--- config.mk ---
export PLATFORM = sky130hd
export DESIGN_NAME = spi_bit_sampler
export DESIGN_NICKNAME = d
export VERILOG_FILES = /design/src/rtl/spi_bit_sampler_pkg.sv /design/src/rtl/sync_ff.sv /design/src/rtl/spi_bit_sampler.sv
export SDC_FILE = /design/constraint.sdc
export NUM_CORES = 1
export LEC_CHECK = 0
export CAP_MARGIN = 20
export CORE_AREA = 2 2 46 80
export CTS_CLUSTER_SIZE = 40
export DETAILED_ROUTE_END_ITERATION = 16
export DIE_AREA = 0 0 48 82
export DONT_BUFFER_PORTS = 1
export GPL_ROUTABILITY_DRIVEN = 0
export PLACE_DENSITY_LB_ADDON = 0.12
export SYNTH_ARGS = -nofsm -noshare
export SYNTH_HDL_FRONTEND = slang
export SYNTH_SLANG_ARGS = --single-unit
--- constraint.sdc ---
create_clock -name clk -period 1.4 [get_ports clk]
set_clock_uncertainty 0.1 [all_clocks]
set_input_delay 0.21 -clock clk [delete_from_list [all_inputs] [get_ports clk]]
set_output_delay 0.21 -clock clk [all_outputs]
set_load 0.01 [all_outputs]
--- src/rtl/spi_bit_sampler_pkg.sv ---
// Shared types and constants for the SPI bit sampler.
// Optional build macro: SPI_BIT_SAMPLER_GLITCH_FILTER_EN (sck majority filter).
package spi_bit_sampler_pkg;

    localparam int unsigned BITS_PER_BYTE = 8;
    localparam int unsigned BIT_CNT_W     = 3;
    localparam int unsigned BYTE_CNT_W    = 8;

    typedef enum logic {
        ST_IDLE   = 1'b0,
        ST_ACTIVE = 1'b1
    } state_e;

    // Two-out-of-three vote used by the optional sck glitch filter.
    function automatic logic maj3(input logic a, input logic b, input logic c);
        return (a & b) | (a & c) | (b & c);
    endfunction

endpackage

--- src/rtl/sync_ff.sv ---
// N-flop synchronizer for a single asynchronous input, with a selectable reset value.
module sync_ff #(
    parameter int unsigned N       = 2,
    parameter logic        RST_VAL = 1'b0
) (
    input  logic clk,
    input  logic reset,
    input  logic d_i,
    output logic q_o
);

    logic [N-1:0] stg_q;

    // Shift the asynchronous input through N flops.
    always_ff @(posedge clk or negedge reset) begin
        if (!reset) begin
            stg_q <= {N{RST_VAL}};
        end else begin
            stg_q <= {stg_q[N-2:0], d_i};
        end
    end

    assign q_o = stg_q[N-1];

endmodule

--- src/rtl/spi_bit_sampler.sv ---
// SPI bit sampler: synchronizes sck/sdi/cs_n, frames on cs_n and emits one
// bit strobe per sck rising edge plus byte/frame status pulses.
// Optional build macro: SPI_BIT_SAMPLER_GLITCH_FILTER_EN adds a 3-sample
// majority filter on sck (and a matching extra sdi stage).
module spi_bit_sampler
    import spi_bit_sampler_pkg::*;
#(
    parameter int unsigned SYNC_STAGES = 2
) (
    input  logic                  clk,
    input  logic                  reset,
    input  logic                  sck_in,
    input  logic                  sdi_in,
    input  logic                  cs_n_in,
    output logic                  bit_data,
    output logic                  bit_en,
    output logic                  frame_clr,
    output logic                  byte_done,
    output logic                  frame_err,
    output logic                  busy,
    output logic [BYTE_CNT_W-1:0] byte_count
);

    logic sck_s, sdi_s, cs_s;
    logic sck_f, sdi_f;

    sync_ff #(.N(SYNC_STAGES), .RST_VAL(1'b0)) u_sync_sck (
        .clk(clk), .reset(reset), .d_i(sck_in), .q_o(sck_s)
    );
    sync_ff #(.N(SYNC_STAGES), .RST_VAL(1'b0)) u_sync_sdi (
        .clk(clk), .reset(reset), .d_i(sdi_in), .q_o(sdi_s)
    );
    sync_ff #(.N(SYNC_STAGES), .RST_VAL(1'b1)) u_sync_cs (
        .clk(clk), .reset(reset), .d_i(cs_n_in), .q_o(cs_s)
    );

`ifdef SPI_BIT_SAMPLER_GLITCH_FILTER_EN
    logic sck_h1_q, sck_h2_q, sdi_h_q;

    // Sample history for the sck vote; sdi is delayed by the same one cycle.
    always_ff @(posedge clk or negedge reset) begin
        if (!reset) begin
            sck_h1_q <= 1'b0;
            sck_h2_q <= 1'b0;
            sdi_h_q  <= 1'b0;
        end else begin
            sck_h1_q <= sck_s;
            sck_h2_q <= sck_h1_q;
            sdi_h_q  <= sdi_s;
        end
    end

    assign sck_f = maj3(sck_s, sck_h1_q, sck_h2_q);
    assign sdi_f = sdi_h_q;
`else
    assign sck_f = sck_s;
    assign sdi_f = sdi_s;
`endif

    logic                   sck_prev_q, cs_prev_q, armed_q;
    logic [SYNC_STAGES-1:0] settled_q;
    logic                   sck_rise, cs_fall, cs_rise;

    // Edge history, plus arming: after reset a frame may only start once
    // cs_n has been seen high on a synchronizer output refilled from real input.
    always_ff @(posedge clk or negedge reset) begin
        if (!reset) begin
            sck_prev_q <= 1'b0;
            cs_prev_q  <= 1'b1;
            settled_q  <= '0;
            armed_q    <= 1'b0;
        end else begin
            sck_prev_q <= sck_f;
            cs_prev_q  <= cs_s;
            settled_q  <= {settled_q[SYNC_STAGES-2:0], 1'b1};
            armed_q    <= armed_q | (settled_q[SYNC_STAGES-1] & cs_s);
        end
    end

    assign sck_rise = sck_f & ~sck_prev_q;
    assign cs_fall  = armed_q & cs_prev_q & ~cs_s;
    assign cs_rise  = cs_s & ~cs_prev_q;

    state_e                 state_q, state_d;
    logic [BIT_CNT_W-1:0]   bit_cnt_q, bit_cnt_d;
    logic [BYTE_CNT_W-1:0]  byte_count_q, byte_count_d;
    logic                   bit_en_q, bit_en_d;
    logic                   bit_data_q, bit_data_d;
    logic                   frame_clr_q, frame_clr_d;
    logic                   byte_done_q, byte_done_d;
    logic                   frame_err_q, frame_err_d;
    logic                   busy_q, busy_d;

    // Framing FSM: next state, counters and registered output pulses.
    always_comb begin
        state_d      = state_q;
        bit_cnt_d    = bit_cnt_q;
        byte_count_d = byte_count_q;
        bit_en_d     = 1'b0;
        bit_data_d   = 1'b0;
        frame_clr_d  = 1'b0;
        byte_done_d  = 1'b0;
        frame_err_d  = 1'b0;

        // Counter already wrapped to zero while the 8th strobe is out.
        if (bit_en_q && (bit_cnt_q == '0)) begin
            byte_done_d  = 1'b1;
            byte_count_d = byte_count_q + BYTE_CNT_W'(1);
        end

        case (state_q)
            ST_IDLE: begin
                if (cs_fall) begin
                    state_d      = ST_ACTIVE;
                    frame_clr_d  = 1'b1;
                    bit_cnt_d    = '0;
                    byte_count_d = '0;
                end
            end
            ST_ACTIVE: begin
                if (cs_rise) begin
                    state_d     = ST_IDLE;
                    frame_err_d = (bit_cnt_q != '0);
                end else if (sck_rise) begin
                    bit_en_d   = 1'b1;
                    bit_data_d = sdi_f;
                    bit_cnt_d  = (bit_cnt_q == BIT_CNT_W'(BITS_PER_BYTE - 1))
                                 ? '0 : bit_cnt_q + BIT_CNT_W'(1);
                end
            end
            default: begin
                state_d = ST_IDLE;
            end
        endcase

        busy_d = (state_d == ST_ACTIVE);
    end

    // State, counter and output registers.
    always_ff @(posedge clk or negedge reset) begin
        if (!reset) begin
            state_q      <= ST_IDLE;
            bit_cnt_q    <= '0;
            byte_count_q <= '0;
            bit_en_q     <= 1'b0;
            bit_data_q   <= 1'b0;
            frame_clr_q  <= 1'b0;
            byte_done_q  <= 1'b0;
            frame_err_q  <= 1'b0;
            busy_q       <= 1'b0;
        end else begin
            state_q      <= state_d;
            bit_cnt_q    <= bit_cnt_d;
            byte_count_q <= byte_count_d;
            bit_en_q     <= bit_en_d;
            bit_data_q   <= bit_data_d;
            frame_clr_q  <= frame_clr_d;
            byte_done_q  <= byte_done_d;
            frame_err_q  <= frame_err_d;
            busy_q       <= busy_d;
        end
    end

    assign bit_data   = bit_data_q;
    assign bit_en     = bit_en_q;
    assign frame_clr  = frame_clr_q;
    assign byte_done  = byte_done_q;
    assign frame_err  = frame_err_q;
    assign busy       = busy_q;
    assign byte_count = byte_count_q;

endmodule

After elaboration in Yosys (flattened, before gate mapping). Cells that the tools add are included.

$mul: 0. Div/mod/pow operators: 0. Add/sub/neg operators: 2. Equal/unequal tests: 4. Shifts and indexed selects: 0. Magnitude comparators: 0. Mux-type cells: 21. Reduce and logical (&&, ||, !) cells: 4. Bitwise gates (word level): 10.

Operator list (count): $mux 8 (3); $mux 1 (12); $mux 3 (4); $add 8x1->8 const B (1); $ne 2x2->1 const B (3); $pmux 3 s2 (1); $and 1x1->1 (5); $not 1->1 (4); $add 3x1->3 const B (1); $eq 3x3->1 const B (1); $logic_not 3->1 (1); $reduce_and 3->1 (1); $reduce_bool 3->1 (1); $pmux 1 s2 (1); $logic_and 1x1->1 (1); $or 1x1->1 (1).

Bits in latches: 0. ROM bits: 0. Logic and storage cells: 56. Bits in writable memories: 0. Memories kept: 0. Flip-flop bits (word level): 28.

Logic depth before layout (Yosys ltp). Gate-level depths: netlist of the first run.

Depth in word-level cells: 5. Mapped depth: 5.

Cells and area by module. A second synthesis of the first run with hierarchy kept.

Cell total of the unflattened synthesis: 88. Area, all modules: 1106.1 um^2.

By module, submodules not included: spi_bit_sampler (sequential area each 551.8 um^2, cells each 82, area each 953.4 um^2, times used 1); sync_ff at u_sync_sck ... (sequential area each 50.0 um^2, cells each 2, area each 50.0 um^2, times used 2); sync_ff at u_sync_cs (sequential area each 52.6 um^2, cells each 2, area each 52.6 um^2, times used 1).

Worst setup path before layout of the first run. Ideal clock, no wire load.

Path type: register to register. Start: reg bit_cnt_q[0]. End: reg byte_count_q[5], in the netlist byte_count[5]. Cell stages (with the launch flop): 6. Library setup time: 0.077 ns. Data arrival time: 1.379 ns. Setup slack: -0.156 ns. Clock period less this slack: 1.556 ns. Buffers on the path: 0. Cell sequence: dfrtp_1 -> inv_1 -> ha_1 -> nand3b_4 -> or4_1 -> a21oi_1.

Longest elaborated chain between the ends: 5.

Ends and longest elaborated chain: from (decl) (line spi_bit_sampler.sv:85) `logic [BIT_CNT_W-1:0] bit_cnt_q, bit_cnt_d;`; from (signal assigned) (line spi_bit_sampler.sv:153) `bit_cnt_q <= bit_cnt_d;`; $logic_not 3->1 (*) (line spi_bit_sampler.sv:106) `if (bit_en_q && (bit_cnt_q == '0)) begin`; $logic_and 1x1->1 (*) (line spi_bit_sampler.sv:106); $mux 8 (*) (line spi_bit_sampler.sv:106); $mux 8 (line spi_bit_sampler.sv:113) `if (cs_fall) begin`; $mux 8 (*) (line spi_bit_sampler.sv:111) `case (state_q)`; via byte_count_d[5] (line spi_bit_sampler.sv:86) `logic [BYTE_CNT_W-1:0] byte_count_q, byte_count_d;`; to (signal assigned) (line spi_bit_sampler.sv:154) `byte_count_q <= byte_count_d;`; to (decl) (line spi_bit_sampler.sv:86).

The timed path passes the listed nets; every way through them passes the cells marked *. A chain may end at the register's enable or synchronous reset.

Worst setup path after layout of the first run.
Start: reg bit_cnt_q[1]. End: reg byte_count_q[5], in the netlist byte_count[5].

The elaborated chain is that of the path after synthesis.

==> metrics, run 1 <==
DR vias=799; Multi-input gate area=430 um2; Tmin final=1560 ps; Yosys Warn Count=0; die area=0.00394 mm2; Yosys top cell area share=56.6%; Clock Tree Buf Depth=2; failing checks=setup timing; vias in the first global route=787; ANT nets after route=0; Sequential Area=704 um2; row count=28; GR Util All Layers=13.0%; First DRT Iteration DRCs=6; die width=48 um; Arr. time, crit path=1670 ps; area delta synth->final=42.3%; Final Cycle Share=112%; delay-heaviest family, CP=simple AND/OR/NAND/NOR gates; DRT Wirelength=2140 um; startpoint class of the critical path=register; Nets=135; crit path cell chain=inv_2 > ha_4 > nand3b_4 > or4_4 > a21oi_2; Critical path buffers and inverters=1; core area=0.00333 mm2; worst min path class=reg2reg; worst skew pair latency=270 ps; top cells by area, synth=dfrtp_1, dfstp_2, ha_1; first-pass GRT wire length=3510 um; slowest stage delay, CP=500 ps; drt first pass iters=4; Die Ht=82 um; number of fill cells in the layout=306; run status=finished, violations left; RSZ-0062 raised after global routing=yes; sequential fraction of the synthesis area=63.7%; worst-path maximum fanout=6; Remaining DRCs=0; I/O pins=19; Mapped Cells=88; largest net degree at the start of global routing=29; DP Area=0.00133 mm2; Fmax=640 MHz; HPWL Detailed=1510 um; starting density of the core=33.2%; Pleak=0.771 nW; CP Capture Type=register; Worst Path Required=1510 ps; max-slew violation total from the final report=0; PwrDens=1410 mW/mm2; Hold Fails Final Rpt=0; PortBufs=0; Critical-path top delay cell=or4_4; CTS tree=done; Post-Syn Nets=97; count leader, synth=dfrtp_1; PnR worst setup slack=-162 ps; share of cells above drive strength 1=39.2%; Top FF cell, synth=dfrtp_1; synthesized flop and latch total=28; antenna violations before repair=0; n_diodes=0; maxcap violations=0; count of unique library cells instantiated by Yosys=27; CP Class=reg2reg; final total power=2.22 mW; Root Driver=clkbuf_8; via density per instance=4.70; Post-synth EDFFs=0; Mapped Avg Cell Area=12.6 um2; final setup vio count=10; fin area=0.00157 mm2; commonest cells in the netlist=dfrtp_1, inv_1, nand2_1; setup_tns=-711 ps; wire per inst=12.6 um; cts bufs inserted=3; leading area contributor after synthesis=dfrtp_1; Syn Std Cell Area=0.00111 mm2; CTS clk-pin slew, worst paths=90 ps; total congestion overflow=0; Peak VDD IR=0.703 mV; Async SR Flop Fraction=100%; CTS Sinks=28; Fin Hold WS=255 ps; CTS H-tree depth=1
stage by stage:
stage	instances	setup slack [ps]	utilization [%]
after floorplan	88	-62.0	-
after global placement	153	-113	39.8
after detailed placement	153	-134	39.8
after CTS	168	-147	46.0
after global routing	170	-208	47.3
final	170	-162	47.3
layer usage:
layer  vias to the layer above  wire, um  track usage (%)
met5                         -         0                0
met3                         4        89             3.30
li1                        372         -                -
met4                         0        37             6.49
met1                       405       799             12.4
met2                        18      1210             23.7
where the power goes:
part           total [mW]  leakage [nW]  switching [mW]  internal (mW)
clock network       0.631        0.0357           0.248          0.383
registers           0.989         0.351          0.0768          0.912
logic               0.599         0.384           0.266          0.333
placed cells by master (no fill, tap or decap), drive strengths merged, types with 2 or more instances in the layout:
cell type,n
buf,29
dfrtp,25
inv,11
nand2,7
mux2i,5
dlygate4sd3,4
a21oi,4
ha,4
o21ai,3
or3,3
nor2,3
clkbuf,3
dfstp,3
o31ai,2
nor4,2
or4,2
nand2b,2
final timing paths:
check                                      endpoint                 from  slack, ps  cells after the start
worst max register to register        byte_count[5]         bit_cnt_q[1]       -160                      5
worst min register to register  u_sync_sck.stg_q[1]  u_sync_sck.stg_q[0]        250                      0
max in group asynchronous        u_sync_cs.stg_q[1]                reset        690                      2
worst max-delay path                  byte_count[5]         bit_cnt_q[1]       -160                      5
min in group asynchronous       u_sync_sck.stg_q[1]                reset        290                      2
worst min-delay path            u_sync_sck.stg_q[1]  u_sync_sck.stg_q[0]        250                      0
final cells by class:
| cell class | count | share of cell area, % |
|---|---|---|
| tap | 45 | 3.58 |
| timing repair buffer | 33 | 17.2 |
| inverter | 11 | 2.62 |
| clock inverter | 1 | 1.91 |
| multi-input combinational | 49 | 27.3 |
| clock buffer | 3 | 2.62 |
| sequential | 28 | 44.8 |
sequential cells by signal, summed over array words and instances (netlist names), 2 cells and up:
name	count
byte_count	8
bit_cnt_q	3
settled_q	2
u_sync_cs.stg_q	2
u_sync_sck.stg_q	2
u_sync_sdi.stg_q	2
repair_timing:
action	CTS	global route
resized for setup	3	5
endpoints found under the hold margin	31	0
setup buffers	6	2
pin swaps	3	0
hold buffers	5	0
endpoints found under the setup margin	8	12
cell families (layout without fill, tap and decap cells):
kind of cell | Yosys count | count (layout) | synth area share (%)
adder cells (fa/ha/maj) | 4 | 4 | 4.53
multiplexers | 5 | 5 | 4.53
other | 1 | 1 | 0.339
buffers and inverters | 11 | 48 | 3.73
AND/OR/NAND/NOR | 25 | 25 | 14.3
AO/OA/AOI/OAI | 12 | 12 | 7.35
flip-flops | 28 | 28 | 63.7
XOR/XNOR | 2 | 2 | 1.58
No activity file was read; power rests on OpenSTA's default activity.
==> run 2, diff against run 1 <==
--- a/config.mk
+++ b/config.mk
@@ -15,2 +15,3 @@
 export PLACE_DENSITY_LB_ADDON = 0.12
+export SETUP_SLACK_MARGIN = 0.4
 export SYNTH_ARGS = -nofsm -noshare
==> constraint.sdc (replaced) <==
create_clock -name clk -period 1.4 [get_ports clk]
set_clock_uncertainty 0.1 [all_clocks]
set_input_delay 0.28 -clock clk [delete_from_list [all_inputs] [get_ports clk]]
set_output_delay 0.28 -clock clk [all_outputs]
set_load 0.01 [all_outputs]
==> run 2 against run 1 <==
The flow finishes with violations (hold timing, setup timing); via count is 0.38% lower; die area did not move; wire length up 6.6%; sequential power is 0.8% higher; critical endpoint is now byte_count[6]; largest power group unchanged.
==> metrics, run 2 (same netlist as run 1, synthesis figures left out) <==
total congestion overflow=0 (unchanged); Peak VDD IR=0.774 mV (was 0.703 mV); row count=28 (unchanged); Int Power=1.64 mW (was 1.63 mW); starting density of the core=33.2% (unchanged); Root Driver=clkbuf_8 (unchanged); ANT nets after route=0 (unchanged); worst-path maximum fanout=5 (was 6); HPWL Detailed=1590 um (was 1510 um); DRT Wirelength=2280 um (was 2140 um); failing checks=hold timing, setup timing (was setup timing); via density per instance=4.57 (was 4.70); crit path cell chain=inv_2 > ha_4 > nand4b_1 > buf_4 > o21ai_0 > a21oi_2 (was inv_2 > ha_4 > nand3b_4 > or4_4 > a21oi_2); largest net degree at the start of global routing=29 (unchanged); worst min path class=in2async (was reg2reg); area delta synth->final=53.8% (was 42.3%); PortBufs=0 (unchanged); Arr. time, crit path=1620 ps (was 1670 ps); Pleak=0.826 nW (was 0.771 nW); combinational power share=27.0% (about the same); Critical-path top delay cell=dfrtp_1 (was or4_4); Remaining DRCs=0 (unchanged); First DRT Iteration DRCs=2 (was 6); cts bufs inserted=3 (unchanged); Fmax=646 MHz (was 640 MHz); delay-heaviest family, CP=flip-flops (was simple AND/OR/NAND/NOR gates); Worst Path Required=1470 ps (was 1510 ps); drt first pass iters=2 (was 4); CP Capture Type=register (unchanged); sw frac=27.0% (was 26.6%); Tmin final=1550 ps (was 1560 ps); CTS tree=done (unchanged); Hold Fails Final Rpt=28 (was 0); startpoint class of the critical path=register (unchanged); die area=0.00394 mm2 (unchanged); run status=finished, violations left (unchanged); Nets=139 (was 135); CTS H-tree depth=1 (unchanged); wire per inst=13.1 um (was 12.6 um); Critical path buffers and inverters=2 (was 1); share of cells above drive strength 1=45.7% (was 39.2%); worst skew pair latency=280 ps (was 270 ps); fin area=0.00170 mm2 (was 0.00157 mm2); CP Class=reg2reg (unchanged); Clock Power Share=28.7% (was 28.4%); commonest non-fill, non-tap cell in the layout=dfrtp_1 (was buf_4); RSZ-0062 raised after global routing=yes (unchanged); die width=48 um (unchanged); max reg flops=8 (unchanged); first-pass GRT wire length=3350 um (was 3510 um); maxcap violations=0 (unchanged); sequential share of power=44.4% (was 44.6%); vias in the first global route=771 (was 787); PnR worst setup slack=-148 ps (was -162 ps); Clock Tree Buf Depth=2 (unchanged); n_diodes=0 (unchanged); CTS clk-pin slew, worst paths=100 ps (was 90 ps); max-slew violation total from the final report=0 (unchanged); Final Cycle Share=111% (was 112%); commonest non-fill, non-tap cells in the layout=dfrtp_1, buf_6, buf_4 (was buf_4, dfrtp_1, inv_1); DP Area=0.00136 mm2 (was 0.00133 mm2); Die Ht=82 um (unchanged); core area=0.00333 mm2 (unchanged); I/O pins=19 (unchanged); CTS Sinks=28 (unchanged); Fin Hold WS=-420 ps (was 255 ps); final setup vio count=11 (was 10); hold_buf cts=3 (was 5); DR vias=796 (was 799); PwrDens=1320 mW/mm2 (was 1410 mW/mm2); antenna violations before repair=0 (unchanged); slowest stage delay, CP=410 ps (was 500 ps); GR Util All Layers=12.3% (was 13.0%); NetSw=0.607 mW (was 0.591 mW)
-- run 2: power groups by stage --
stage	clock network [mW]	registers (mW)	logic, mW
detailed placement	0	1.01	0.473
global route	0.699	1.01	0.664
finish	0.644	0.997	0.606
floorplan	0	1.03	0.279
global placement	0	1.00	0.451
CTS	0.658	1.00	0.601
-- run 2: layout make-up --
type	instances	area, um2
Fill cell	305	1630
Clock buffer	3	41.3
Timing Repair Buffer	37	365
Clock inverter	1	30.0
Tap cell	45	56.3
Multi-Input combinational cell	49	460
Inverter	11	43.8
Sequential cell	28	704
-- run 2: worst register-to-register path: stages (launching register included) --
cell	delay [ps]
dfrtp_1	410
inv_2	80
ha_4	150
nand4b_1	200
buf_4	200
o21ai_0	230
a21oi_2	80
-- run 2: path summary, 6_finish.rpt --
| kind | from | cells after the start | slack [ps] | endpoint |
|---|---|---|---|---|
| worst max-delay path | bit_cnt_q[0] | 6 | -150 | byte_count[6] |
| worst min-delay path | reset | 0 | -420 | bit_data |
| worst max register to register | bit_cnt_q[0] | 6 | -150 | byte_count[6] |
| worst min register to register | u_sync_sck.stg_q[0] | 0 | 260 | u_sync_sck.stg_q[1] |
| max in group asynchronous | reset | 0 | 1450 | cs_prev_q |
| min in group clk | u_sync_sck.stg_q[0] | 0 | 260 | u_sync_sck.stg_q[1] |
-- run 2: per-layer routing --
metal	track usage [%]	vias to the layer above	share of wire (%)
met5	0	-	0
met4	6.49	0	2.0
met3	2.86	5	4.1
met2	22.0	18	58
met1	12.2	391	36
li1	-	382	-
-- run 2: timing repair --
item                       CTS  global route
setup endpoints to repair   31            33
pin swaps                    4             4
cloned                       0             0
hold endpoints to repair    31            28
resized for setup           22             9
setup buffers                8             6
-- run 2: per-stage QoR --
stage,setup TNS [ps],std cells,utilization (%),power [mW],worst slack [ps]
6_report,-785,174,51.1,2.25,-148
5_1_grt,-1610,174,51.1,2.38,-223
4_1_cts,-816,168,48.6,2.26,-148
3_5_place_dp,-785,153,40.9,1.48,-150
3_3_place_gp,-565,153,40.9,1.46,-175
2_1_floorplan,-124,88,-,1.31,-62.0
==> run 3, diff against run 2 <==
Settings changed: ABC_AREA from default to 0, CORE_AREA 2 2 46 80 to 4 4 48 82, DIE_AREA 0 0 48 82 to 0 0 52 86.
==> run 3 against run 2 <==
The run still ends with hold timing, setup timing left; critical endpoint is now byte_count[5]; highest routed layer unchanged; final area fell by 4.0%; clock power barely moved; register-to-register slack hardly changed; global-route usage decreased by 0.70 points.
==> metrics, run 3 (same netlist as run 1, synthesis figures left out) <==
Die Ht=86 um (was 82 um); via density per instance=4.75 (was 4.57); startpoint class of the critical path=register (unchanged); Clock Power Share=28.8% (was 28.7%); Tmin final=1540 ps (was 1550 ps); vias in the first global route=870 (was 771); drt first pass iters=2 (unchanged); first-pass GRT wire length=3840 um (was 3350 um); n_diodes=0 (unchanged); starting density of the core=33.2% (unchanged); row count=28 (unchanged); CTS clk-pin slew, worst paths=100 ps (about the same); max reg flops=8 (unchanged); run status=finished, violations left (unchanged); CTS tree=done (unchanged); sw frac=27.1% (was 27.0%); Final Cycle Share=110% (was 111%); number of fill cells in the layout=298 (was 305); hold_buf cts=3 (unchanged); failing checks=hold timing, setup timing (unchanged); die width=52 um (was 48 um); largest net degree at the start of global routing=29 (unchanged); Worst Path Required=1510 ps (was 1470 ps); Remaining DRCs=0 (unchanged); HPWL Detailed=1700 um (was 1590 um); worst-path maximum fanout=6 (was 5); sequential share of power=44.8% (was 44.4%); NetSw=0.605 mW (was 0.607 mW); CTS Sinks=28 (unchanged); worst min path class=in2async (unchanged); PortBufs=0 (unchanged); total congestion overflow=0 (unchanged); worst skew pair latency=280 ps (about the same); fin area=0.00163 mm2 (was 0.00170 mm2); maxcap violations=0 (unchanged); Root Driver=clkbuf_8 (unchanged); antenna violations before repair=0 (unchanged); combinational power share=26.4% (was 27.0%); CTS H-tree depth=1 (unchanged); Fmax=649 MHz (was 646 MHz); die area=0.00447 mm2 (was 0.00394 mm2); CP Capture Type=register (unchanged); Clock Tree Buf Depth=2 (unchanged); placed cell count=153 (unchanged); non-filler cells, final=168 (was 174); First DRT Iteration DRCs=2 (unchanged); PnR worst setup slack=-142 ps (was -148 ps); max-slew violation total from the final report=0 (unchanged); Int Power=1.63 mW (was 1.64 mW); DRT Wirelength=2310 um (was 2280 um); Hold Fails Final Rpt=28 (unchanged); GR Util All Layers=11.6% (was 12.3%); Arr. time, crit path=1650 ps (was 1620 ps); wire per inst=13.8 um (was 13.1 um); DP Area=0.00136 mm2 (unchanged); commonest non-fill, non-tap cell in the layout=dfrtp_1 (unchanged); core area=0.00333 mm2 (unchanged); worst r2r src=bit_cnt_q[1] (was bit_cnt_q[0]); Worst Setup SP=bit_cnt_q[1] (was bit_cnt_q[0]); ANT nets after route=0 (unchanged); RSZ-0062 raised after global routing=yes (unchanged); setup_tns=-799 ps (was -785 ps); share of cells above drive strength 1=42.3% (was 45.7%); pre-CTS setup slack=-176 ps (was -150 ps); Pleak=0.778 nW (was 0.826 nW); cts bufs inserted=3 (unchanged); CP Class=reg2reg (unchanged); DR vias=798 (was 796); Fin Hold WS=-419 ps (was -420 ps); final setup vio count=10 (was 11); area delta synth->final=47.7% (was 53.8%); Nets=133 (was 139); Peak VDD IR=0.779 mV (was 0.774 mV); I/O pins=19 (unchanged); commonest non-fill, non-tap cells in the layout=dfrtp_1, buf_4, buf_6 (was dfrtp_1, buf_6, buf_4); PwrDens=1370 mW/mm2 (was 1320 mW/mm2)
-- run 3: timing repair --
item | CTS | global route
hold endpoints to repair | 31 | 28
setup buffers | 6 | 2
resized for setup | 18 | 6
endpoints found under the setup margin | 31 | 31
-- run 3: through the flow --
stage                     power, mW  utilization, %
final                          2.23            49.1
after detailed placement       1.49            40.9
after global routing           2.37            49.1
after floorplan                1.31               -
after global placement         1.46            40.9
after CTS                      2.21            47.9
-- run 3: area by class of cell --
class	instances	area, um2	area share, %
Timing Repair Buffer	31	302	18.5
Clock buffer	3	41.3	2.53
Multi-Input combinational cell	49	455	27.9
Clock inverter	1	30.0	1.84
Sequential cell	28	706	43.2
Inverter	11	43.8	2.68
Tap cell	45	56.3	3.45
-- run 3: path summary, 6_finish.rpt --
kind,to,slack (ps),cells past startpoint
max reg2reg,byte_count[5],-140,5
max in group asynchronous,cs_prev_q,1450,0
min in group clk,u_sync_sdi.stg_q[1],260,0
min reg2reg,u_sync_sdi.stg_q[1],260,0
max,byte_count[5],-140,5
min,byte_count[3],-420,0
-- run 3: power by group through the flow --
stage                     clock, mW  sequential (mW)  combinational, mW
after floorplan                   0             1.03              0.279
after detailed placement          0             1.01              0.475
final                         0.643            0.999              0.590
after global placement            0             1.00              0.453
after global routing          0.704             1.02              0.649
after CTS                     0.660             1.00              0.549
-- run 3: worst max-delay path, stage by stage, from the launching register on --
cell and delay (ps):
dfrtp_1 410, inv_2 90, ha_4 160, nand3b_4 110, or4_4 500, a21oi_2 120
-- run 3: metal layers --
metal	vias up	wire length (um)	track usage [%]
met4	0	45	5.01
met2	19	1380	22.7
met3	4	106	2.96
met5	-	0	0
met1	408	778	10.4
li1	367	-	-
